[src/rtl/itch_pkg.sv]
// Shared types and defaults for the ITCH message assembler.
package itch_pkg;

  typedef enum logic [1:0] {
    IDLE    = 2'd0,
    COLLECT = 2'd1,
    HOLD    = 2'd2
  } state_t;

  localparam int DEF_BEAT_BYTES    = 8;
  localparam int DEF_MAX_MSG_BYTES = 64;

  function automatic int min_int(input int a, input int b);
    return (a < b) ? a : b;
  endfunction

endpackage

[src/rtl/itch_byte_aligner.sv]
// Shifts the useful bytes of one input beat down to byte 0, then up to the
// capture-buffer write index, and produces a per-byte write mask limited to
// the bytes taken from this beat and to the (clamped) capture length.
module itch_byte_aligner
  import itch_pkg::*;
#(
  parameter  int BEAT_BYTES    = DEF_BEAT_BYTES,
  parameter  int MAX_MSG_BYTES = DEF_MAX_MSG_BYTES,
  localparam int OFS_W         = $clog2(BEAT_BYTES),
  localparam int LEN_W         = $clog2(MAX_MSG_BYTES + 1)
) (
  input  logic [8*BEAT_BYTES-1:0]    beat,
  input  logic [OFS_W-1:0]           rd_ofs,
  input  logic [LEN_W-1:0]           wr_idx,
  input  logic [OFS_W:0]             take,
  input  logic [LEN_W-1:0]           cap_len,
  output logic [8*MAX_MSG_BYTES-1:0] wr_data,
  output logic [MAX_MSG_BYTES-1:0]   wr_mask
);

  logic [8*BEAT_BYTES-1:0]    aligned;
  logic [8*MAX_MSG_BYTES-1:0] widened;
  logic [MAX_MSG_BYTES-1:0]   all_ones;
  logic [MAX_MSG_BYTES-1:0]   take_mask;
  logic [MAX_MSG_BYTES-1:0]   cap_mask;

  // Byte placement is pure shifting; shifting past the vector width yields zero,
  // which also handles write indices beyond the clamped buffer.
  always_comb begin
    all_ones  = '1;
    aligned   = beat >> {rd_ofs, 3'b000};
    widened   = (8*MAX_MSG_BYTES)'(aligned);
    take_mask = ~(all_ones << take);
    cap_mask  = ~(all_ones << cap_len);
    wr_data   = widened << {wr_idx, 3'b000};
    wr_mask   = (take_mask << wr_idx) & cap_mask;
  end

endmodule

[src/rtl/itch_msg_assembler.sv]
// Assembles one ITCH message from a byte-aligned beat stream into a flat
// buffer, holding it until the consumer accepts it.
// Optional feature: define ITCH_LEN_CHECK_EN to add len_err and drop messages
// longer than MAX_MSG_BYTES instead of silently clamping them.
module itch_msg_assembler
  import itch_pkg::*;
#(
  parameter  int BEAT_BYTES    = DEF_BEAT_BYTES,
  parameter  int MAX_MSG_BYTES = DEF_MAX_MSG_BYTES,
  localparam int OFS_W         = $clog2(BEAT_BYTES),
  localparam int LEN_W         = $clog2(MAX_MSG_BYTES + 1)
) (
  input  logic                       clk,
  input  logic                       rst,
  input  logic                       in_valid,
  output logic                       in_ready,
  input  logic [8*BEAT_BYTES-1:0]    in_data,
  input  logic                       start,
  input  logic [OFS_W-1:0]           start_offset,
  input  logic [LEN_W-1:0]           msg_len,
  output logic                       out_valid,
  input  logic                       out_ready,
  output logic [8*MAX_MSG_BYTES-1:0] out_msg,
  output logic [LEN_W-1:0]           out_len,
  output logic [OFS_W-1:0]           tracker_out,
  output logic                       partial_out,
`ifdef ITCH_LEN_CHECK_EN
  output logic                       len_err,
`endif
  output logic                       busy
);

`ifdef ITCH_LEN_CHECK_EN
  localparam bit LEN_CHECK = 1'b1;
`else
  localparam bit LEN_CHECK = 1'b0;
`endif

  state_t                     state, state_next;
  logic [LEN_W:0]             remaining;     // one extra bit so subtraction cannot wrap
  logic [LEN_W-1:0]           wr_idx;
  logic [LEN_W-1:0]           cap_len;
  logic [OFS_W-1:0]           track_pend;
  logic                       drop;
  logic [8*MAX_MSG_BYTES-1:0] cap_buf;

  // Per-cycle view of the current beat, valid in IDLE (from start fields) and COLLECT.
  logic                       accept;
  logic                       capture;
  logic                       enter_hold;
  logic [OFS_W-1:0]           rd_ofs;
  logic [LEN_W-1:0]           wr_base;
  logic [OFS_W:0]             take_v;
  logic [LEN_W-1:0]           cap_use;
  logic [OFS_W-1:0]           trk_use;
  logic                       drop_use;
  logic [LEN_W:0]             rem_next;
  logic [LEN_W-1:0]           wr_next;
  logic [8*MAX_MSG_BYTES-1:0] wr_data;
  logic [MAX_MSG_BYTES-1:0]   wr_mask;
  logic [8*MAX_MSG_BYTES-1:0] buf_next;
  int                         take_i;
  int                         rem_i;

  itch_byte_aligner #(
    .BEAT_BYTES   (BEAT_BYTES),
    .MAX_MSG_BYTES(MAX_MSG_BYTES)
  ) u_aligner (
    .beat   (in_data),
    .rd_ofs (rd_ofs),
    .wr_idx (wr_base),
    .take   (take_v),
    .cap_len(cap_use),
    .wr_data(wr_data),
    .wr_mask(wr_mask)
  );

  // Next-state, handshake and per-beat byte accounting.
  always_comb begin
    // NOTE: every signal driven here gets a default first so no path leaves one unassigned (no latch).
    state_next = state;
    in_ready   = 1'b0;
    rd_ofs     = '0;
    wr_base    = wr_idx;
    cap_use    = cap_len;
    trk_use    = track_pend;
    drop_use   = drop;
    take_i     = 0;
    rem_i      = 0;
    unique case (state)
      IDLE: begin
        in_ready = start && !rst;
        rd_ofs   = start_offset;
        wr_base  = '0;
        cap_use  = LEN_W'(min_int(int'(msg_len), MAX_MSG_BYTES));
        trk_use  = OFS_W'(int'(start_offset) + int'(msg_len));
        drop_use = LEN_CHECK && (int'(msg_len) > MAX_MSG_BYTES);
        take_i   = min_int(BEAT_BYTES - int'(start_offset), int'(msg_len));
        rem_i    = int'(msg_len) - take_i;
      end
      COLLECT: begin
        in_ready = !rst;
        take_i   = min_int(BEAT_BYTES, int'(remaining));
        rem_i    = int'(remaining) - take_i;
      end
      HOLD: begin
        if (out_ready) state_next = IDLE;
      end
      default: state_next = IDLE;
    endcase

    accept  = in_valid && in_ready;
    capture = accept && ((state != IDLE) || (msg_len != '0));
    if (capture) begin
      if (rem_i == 0) state_next = drop_use ? IDLE : HOLD;
      else            state_next = COLLECT;
    end
    enter_hold = (state != HOLD) && (state_next == HOLD);

    take_v   = (OFS_W+1)'(take_i);
    rem_next = (LEN_W+1)'(rem_i);
    wr_next  = LEN_W'(int'(wr_base) + take_i);
  end

  // Merge the aligned beat into the buffer; a start beat clears stale bytes.
  always_comb begin
    buf_next = '0;
    for (int k = 0; k < MAX_MSG_BYTES; k++) begin
      if (wr_mask[k])         buf_next[8*k +: 8] = wr_data[8*k +: 8];
      else if (state != IDLE) buf_next[8*k +: 8] = cap_buf[8*k +: 8];
    end
  end

  // State register and datapath registers.
  always_ff @(posedge clk) begin
    if (rst) begin
      // NOTE: the capture buffer is reset too, because out_msg must read zero after reset.
      state       <= IDLE;
      remaining   <= '0;
      wr_idx      <= '0;
      cap_len     <= '0;
      track_pend  <= '0;
      drop        <= 1'b0;
      cap_buf     <= '0;
      out_len     <= '0;
      tracker_out <= '0;
    end else begin
      // NOTE: non-blocking assignments so every register samples pre-edge values.
      state <= state_next;
      if (capture) begin
        remaining <= rem_next;
        wr_idx    <= wr_next;
        cap_buf   <= buf_next;
        if (state == IDLE) begin
          cap_len    <= cap_use;
          track_pend <= trk_use;
          drop       <= drop_use;
        end
      end
      if (enter_hold) begin
        out_len     <= cap_use;
        tracker_out <= trk_use;
      end
    end
  end

`ifdef ITCH_LEN_CHECK_EN
  // One-cycle flag for an oversized message accepted at start.
  always_ff @(posedge clk) begin
    if (rst) len_err <= 1'b0;
    else     len_err <= capture && (state == IDLE) && drop_use;
  end
`endif

  assign out_valid   = (state == HOLD);
  assign busy        = (state != IDLE);
  assign out_msg     = cap_buf;
  assign partial_out = (tracker_out != '0);

endmodule

[config.mk]
export PLATFORM = sky130hd
export DESIGN_NAME = itch_msg_assembler
export DESIGN_NICKNAME = d
export VERILOG_FILES = /design/src/rtl/itch_pkg.sv /design/src/rtl/itch_byte_aligner.sv /design/src/rtl/itch_msg_assembler.sv
export SDC_FILE = /design/constraint.sdc
export NUM_CORES = 2
export LEC_CHECK = 0
export ABC_CLOCK_PERIOD_IN_PS = 15700
export CAP_MARGIN = 40
export CELL_PAD_IN_SITES_DETAIL_PLACEMENT = 1
export CELL_PAD_IN_SITES_GLOBAL_PLACEMENT = 1
export CORE_ASPECT_RATIO = 0.6
export CORE_MARGIN = 4
export CORE_UTILIZATION = 42
export DETAILED_ROUTE_END_ITERATION = 8
export PLACE_DENSITY = 0.87
export SYNTH_ARGS = -nofsm -noshare
export SYNTH_HDL_FRONTEND = slang
export SYNTH_HIERARCHICAL = 1
export SYNTH_SLANG_ARGS = --single-unit
[constraint.sdc]
create_clock -name clk -period 15.7 [get_ports clk]
set_clock_uncertainty 0.15 [all_clocks]
set_input_delay 1.57 -clock clk [delete_from_list [all_inputs] [get_ports clk]]
set_output_delay 1.57 -clock clk [all_outputs]
set_load 0.02 [all_outputs]
### Word level (Yosys, flattened, before mapping)

Cells that the tools add are included.

* register bits after elaboration: 550
* input bits: 79
* output and inout port bits: 526
* word-level logic and storage cells: 314

* add/sub/neg operators: 5
* order comparisons: 3
* eq/ne operators: 68
* shift operators: 5
* muxes and demuxes: 81
* bitwise gates (word level): 3
* reductions and logical operators: 77

Operators by type and width (number)
* two-way mux 8 bit: 66
* left shift 64 x 10 -> 512 bit: 1
* AND reduction 2 bit: 65
* != test 2 x 1 -> 1 bit, second input constant: 64
* inverter 64 bit: 2
* bitwise AND 64 bit: 1
* case mux 32 bit (2 select lines): 1
* left shift 64 x 4 -> 64 bit, first input constant: 1
* left shift 64 x 7 -> 64 bit: 1
* left shift 64 x 7 -> 64 bit, first input constant: 1
* >> shifter 64 x 6 -> 64 bit: 1
* zero test 32 bit: 1
* two-way mux 32 bit: 1
* subtractor 8 x 32 -> 32 bit: 1
* two-way mux 7 bit: 3
* case mux 7 bit (2 select lines): 1
* subtractor 8 x 8 -> 9 bit: 1
* < comparator 4 x 8 -> 1 bit, first input constant: 1
* < comparator 5 x 8 -> 1 bit: 1
* two-way mux 2 bit: 4
* adder 7 bit: 1
* < comparator 7 bit, second input constant: 1
* nonzero test 7 bit: 1
* two-way mux 3 bit: 2
* 15 further kinds: 19

### Longest topological paths before layout

* word-level depth: 10
* depth in mapped cells: 23

### Cells and area by module

Netlist, hierarchy kept.

By module, submodules not included
* itch_msg_assembler: instances 1, cells an instance 2154, area each 21237.9 um^2
* itch_byte_aligner: instances 1, cells an instance 1952, area each 11397.2 um^2

### Least setup slack after synthesis

No wires, ideal clock.

* path type: in2reg
* start point: in start_offset[0]
* end point: reg cap_buf[344], in the netlist out_msg[344]
* setup time: 128 ps
* arrival time: 5776 ps
* data required time: 15422 ps
* setup slack: 9647 ps
* stages: 21
* buffers on the path: 3
* cell sequence: inv_1 > ha_1 > ha_1 > nor2b_1 > o21a_1 > o21a_1 > o21bai_1 > mux2i_1 > nand2_1 > a21oi_1 > clkbuf_1 > and3_1 > clkbuf_1 > a211oi_1 > o32a_1 > o21a_1 > a2111oi_0 > buf_1 > o21ai_1 > a32oi_1 > nor2_1

RTL lines
* from (decl): RTL line itch_msg_assembler.sv:19 `input logic [OFS_W-1:0] start_offset,`
* to (signal assigned): RTL line itch_msg_assembler.sv:153 `cap_buf <= buf_next;`
* to (decl): RTL line itch_msg_assembler.sv:45 `logic [8*MAX_MSG_BYTES-1:0] cap_buf;`

==> out/results.ini <==
[job]
cap_violations = 0

[power]
ir_drop_uv = 84.2
cellPowerDensity_mw_per_mm2 = 85.3
leakage_nw = 14.0

[clocking]
tritoncts = yes
hold_buffers = 0
cts.sinks = 550
clk_latency_ps = 630
cts_root_buf = clkbuf_16
cts_resized = 0
clkSlewWorstSetupHoldPaths_ps = 70
clockBufferDepth = 3
cts_buffers = 53
cts_htree_levels = 2
cts_setup_buffers = 0

[place]
post-place-ws_ps = 7380
port_buffers = 604
placed_cell_area_sq_mm = 0.0399
hpwl_um = 162000
dp.cells = 5551
place_congestion = 1.14

[logic_synthesis]
synth_top_family_by_area = compound AO/OA/AOI/OAI gates
synth_compound_area_share_pct = 33.9
yosysWarnings = 6
synth_top_cell_by_area = dfxtp_1
synth_edf_count = 0
async_flop_share_pct = 0
synthMuxAreaShare_pct = 3.71
avgSynthCellArea_sq_um = 7.95
synth_seq_area_share_pct = 33.7
synth_top_area_share_pct = 33.7
synthAdderAreaFrac_pct = 0.997
synth.area.top_cells = dfxtp_1 (34%), a32oi_1 (14%), nor2_1 (12%)
ys.flop_type = dfxtp_1
synth_most_common_cell = nor2_1
synth-xor-area-share_pct = 0.295
synthCells = 4106
yosys.area_share.simple_pct = 20.2
syn_area_sq_mm = 0.0326
synthTopCellsByCount = nor2_1 (1023), dfxtp_1 (550), a32oi_1 (523), clkbuf_1 (269), nand2_1 (225)
synth_cell_types = 106
yosys_register_bits = 550

[worst_setup_path]
end_kind = flop
r2r-start = state[0]
critPathLaunch = start_offset[0]
reg2reg_slack_ps = 9230
rr_worst_depth = 14
crit_arrival_ps = 8290
worstPathRequired_ps = 16120
r2r_end = out_msg[495]
crit_path_max_fanout = 14
crit_type = input pin to flop
start_kind = input pin

[floorplan]
io_pins = 605
core_area_sq_mm = 0.0763
die_w_um = 368
start_util_pct = 42.8
die_area_sq_mm = 0.0824
num_rows = 78
fp.dieH_um = 224

[drt]
via_per_inst = 7.49
routed_wl_um = 221000
drc = 0
vias = 42400
drt_iter0_drc = 7901
ant_nets = 0
wl_per_cell_um = 39.0
drtPass1Iterations = 9

[global_routing]
grt_usage_pct = 50.2
gr-total-overflow = 0
grt_pass1_wl_um = 304000
grt_pass1_vias = 40189
antenna_found_initial = 6
grt_max_degree = 208

[hold_path]
hp-class = flop to flop
worstHoldStart = wr_idx[4]
hold_path_depth = 2
holdPathEnd = wr_idx[4]

[finish]
design_area_sq_mm = 0.0418
final_cell_count_no_fill = 5660
drive_above_1_share_pct = 11.2
fin_nets = 4673
area_delta_synth_final_pct = 27.9
final_core_util_pct = 54.7

[timing]
rsz0062_at_grt = no
setup_slack_ps = 7820
period_needed_ps = 7880
max_freq_mhz = 127
setup_tns_ps = 0
tightest_slew_ps = 1170
finalHoldViolations = 0
post-route-period-util_pct = 50.2
setup_viol = 0
slew_headroom_pct = 21.9
slew_viol_final = 0

[status]
status = complete, no violations

## through the flow
stage | power [mW] | hold slack (ps)
2_1_floorplan | 1.82 | 277
3_3_place_gp | 2.12 | 288
3_5_place_dp | 2.13 | 298
4_1_cts | 3.49 | 307
5_1_grt | 3.60 | 328
6_report | 3.56 | 307
## metal layers
layer | track usage (%) | wire length (um)
met5 | 0.792 | 273
met4 | 25.5 | 13800
met3 | 25.4 | 37200
met2 | 67.9 | 84700
met1 | 64.9 | 84600
## cells in the final DEF (no fill, tap or decap), types with 17 or more instances in the layout
master and instances:
o21ai_4 40, ha_1 18, inv_1 28, nor2_1 1017, o21ai_0 86, o22ai_1 185, a211oi_1 51, nand2b_1 22
buf_4 202, a21oi_1 129, o21ai_1 34, a22oi_1 39, nand2_1 221, o211ai_1 21, mux2i_1 77, dfxtp_1 550
o221ai_1 29, or3_1 18, clkdlybuf4s50_1 603, and2_1 21, buf_2 17, nand3_1 58, o32ai_1 18, a32oi_1 523
nor3_1 79, clkbuf_16 53, a221oi_1 31
## layout make-up
class | count | area [sq um]
inverter | 35 | 131
timing repair buffer | 838 | 7920
antenna | 5 | 12.5
sequential | 550 | 11000
tap | 1040 | 1300
clock buffer | 70 | 1520
fill | 9009 | 34600
multi-input combinational | 3095 | 19600
clock inverter | 27 | 297
## critical path, stage by stage
cell and delay, ps:
clkdlybuf4s50_1 510, inv_1 130, ha_1 330, ha_1 290, nor2b_1 140, o21a_1 180, o21a_1 170, o21bai_1 410
mux2i_1 400, o22ai_1 140, and2_1 400, o21ai_0 340, a21oi_1 150, o31ai_1 760, o22ai_1 230, a221oi_1 800
nor3_1 240, buf_2 250, o21ai_1 550, a32oi_1 120, nor2_1 160
## power by group
| part | switching, mW | internal [mW] |
|---|---|---|
| combinational | 0.586 | 0.181 |
| clock | 0.647 | 0.740 |
| sequential | 0.00827 | 1.40 |
## kinds of logic (layout without fill, tap and decap cells)
family,count (synthesis),after routing
and+or+nand+nor,1560,1560
AOI/OAI and AO/OA,1392,1392
DFF,550,550
buffers and inverters,462,970
muxes,104,104
adders and majority gates,25,25
xor gates and xnor gates,11,11
other,2,8
## sequential cells by signal, summed over array words and instances (netlist names), 2 cells and up
register / cells
remaining: 8
cap_len: 7
wr_idx: 7
out_len: 7
track_pend: 3
state: 2
out_msg: 512
tracker_out: 3
## how the worst max path moves through the flow
stage | to | slack (ps) | depth (start not counted)
floorplan | out_msg[344] | 9650 | 21
global route | out_msg[242] | 7510 | 21
global placement | out_msg[247] | 7680 | 20
CTS | out_msg[246] | 7950 | 20
detailed placement | out_msg[247] | 7380 | 20
finish | out_msg[246] | 7820 | 21
Note: power is estimated with default switching activity, not from simulation.
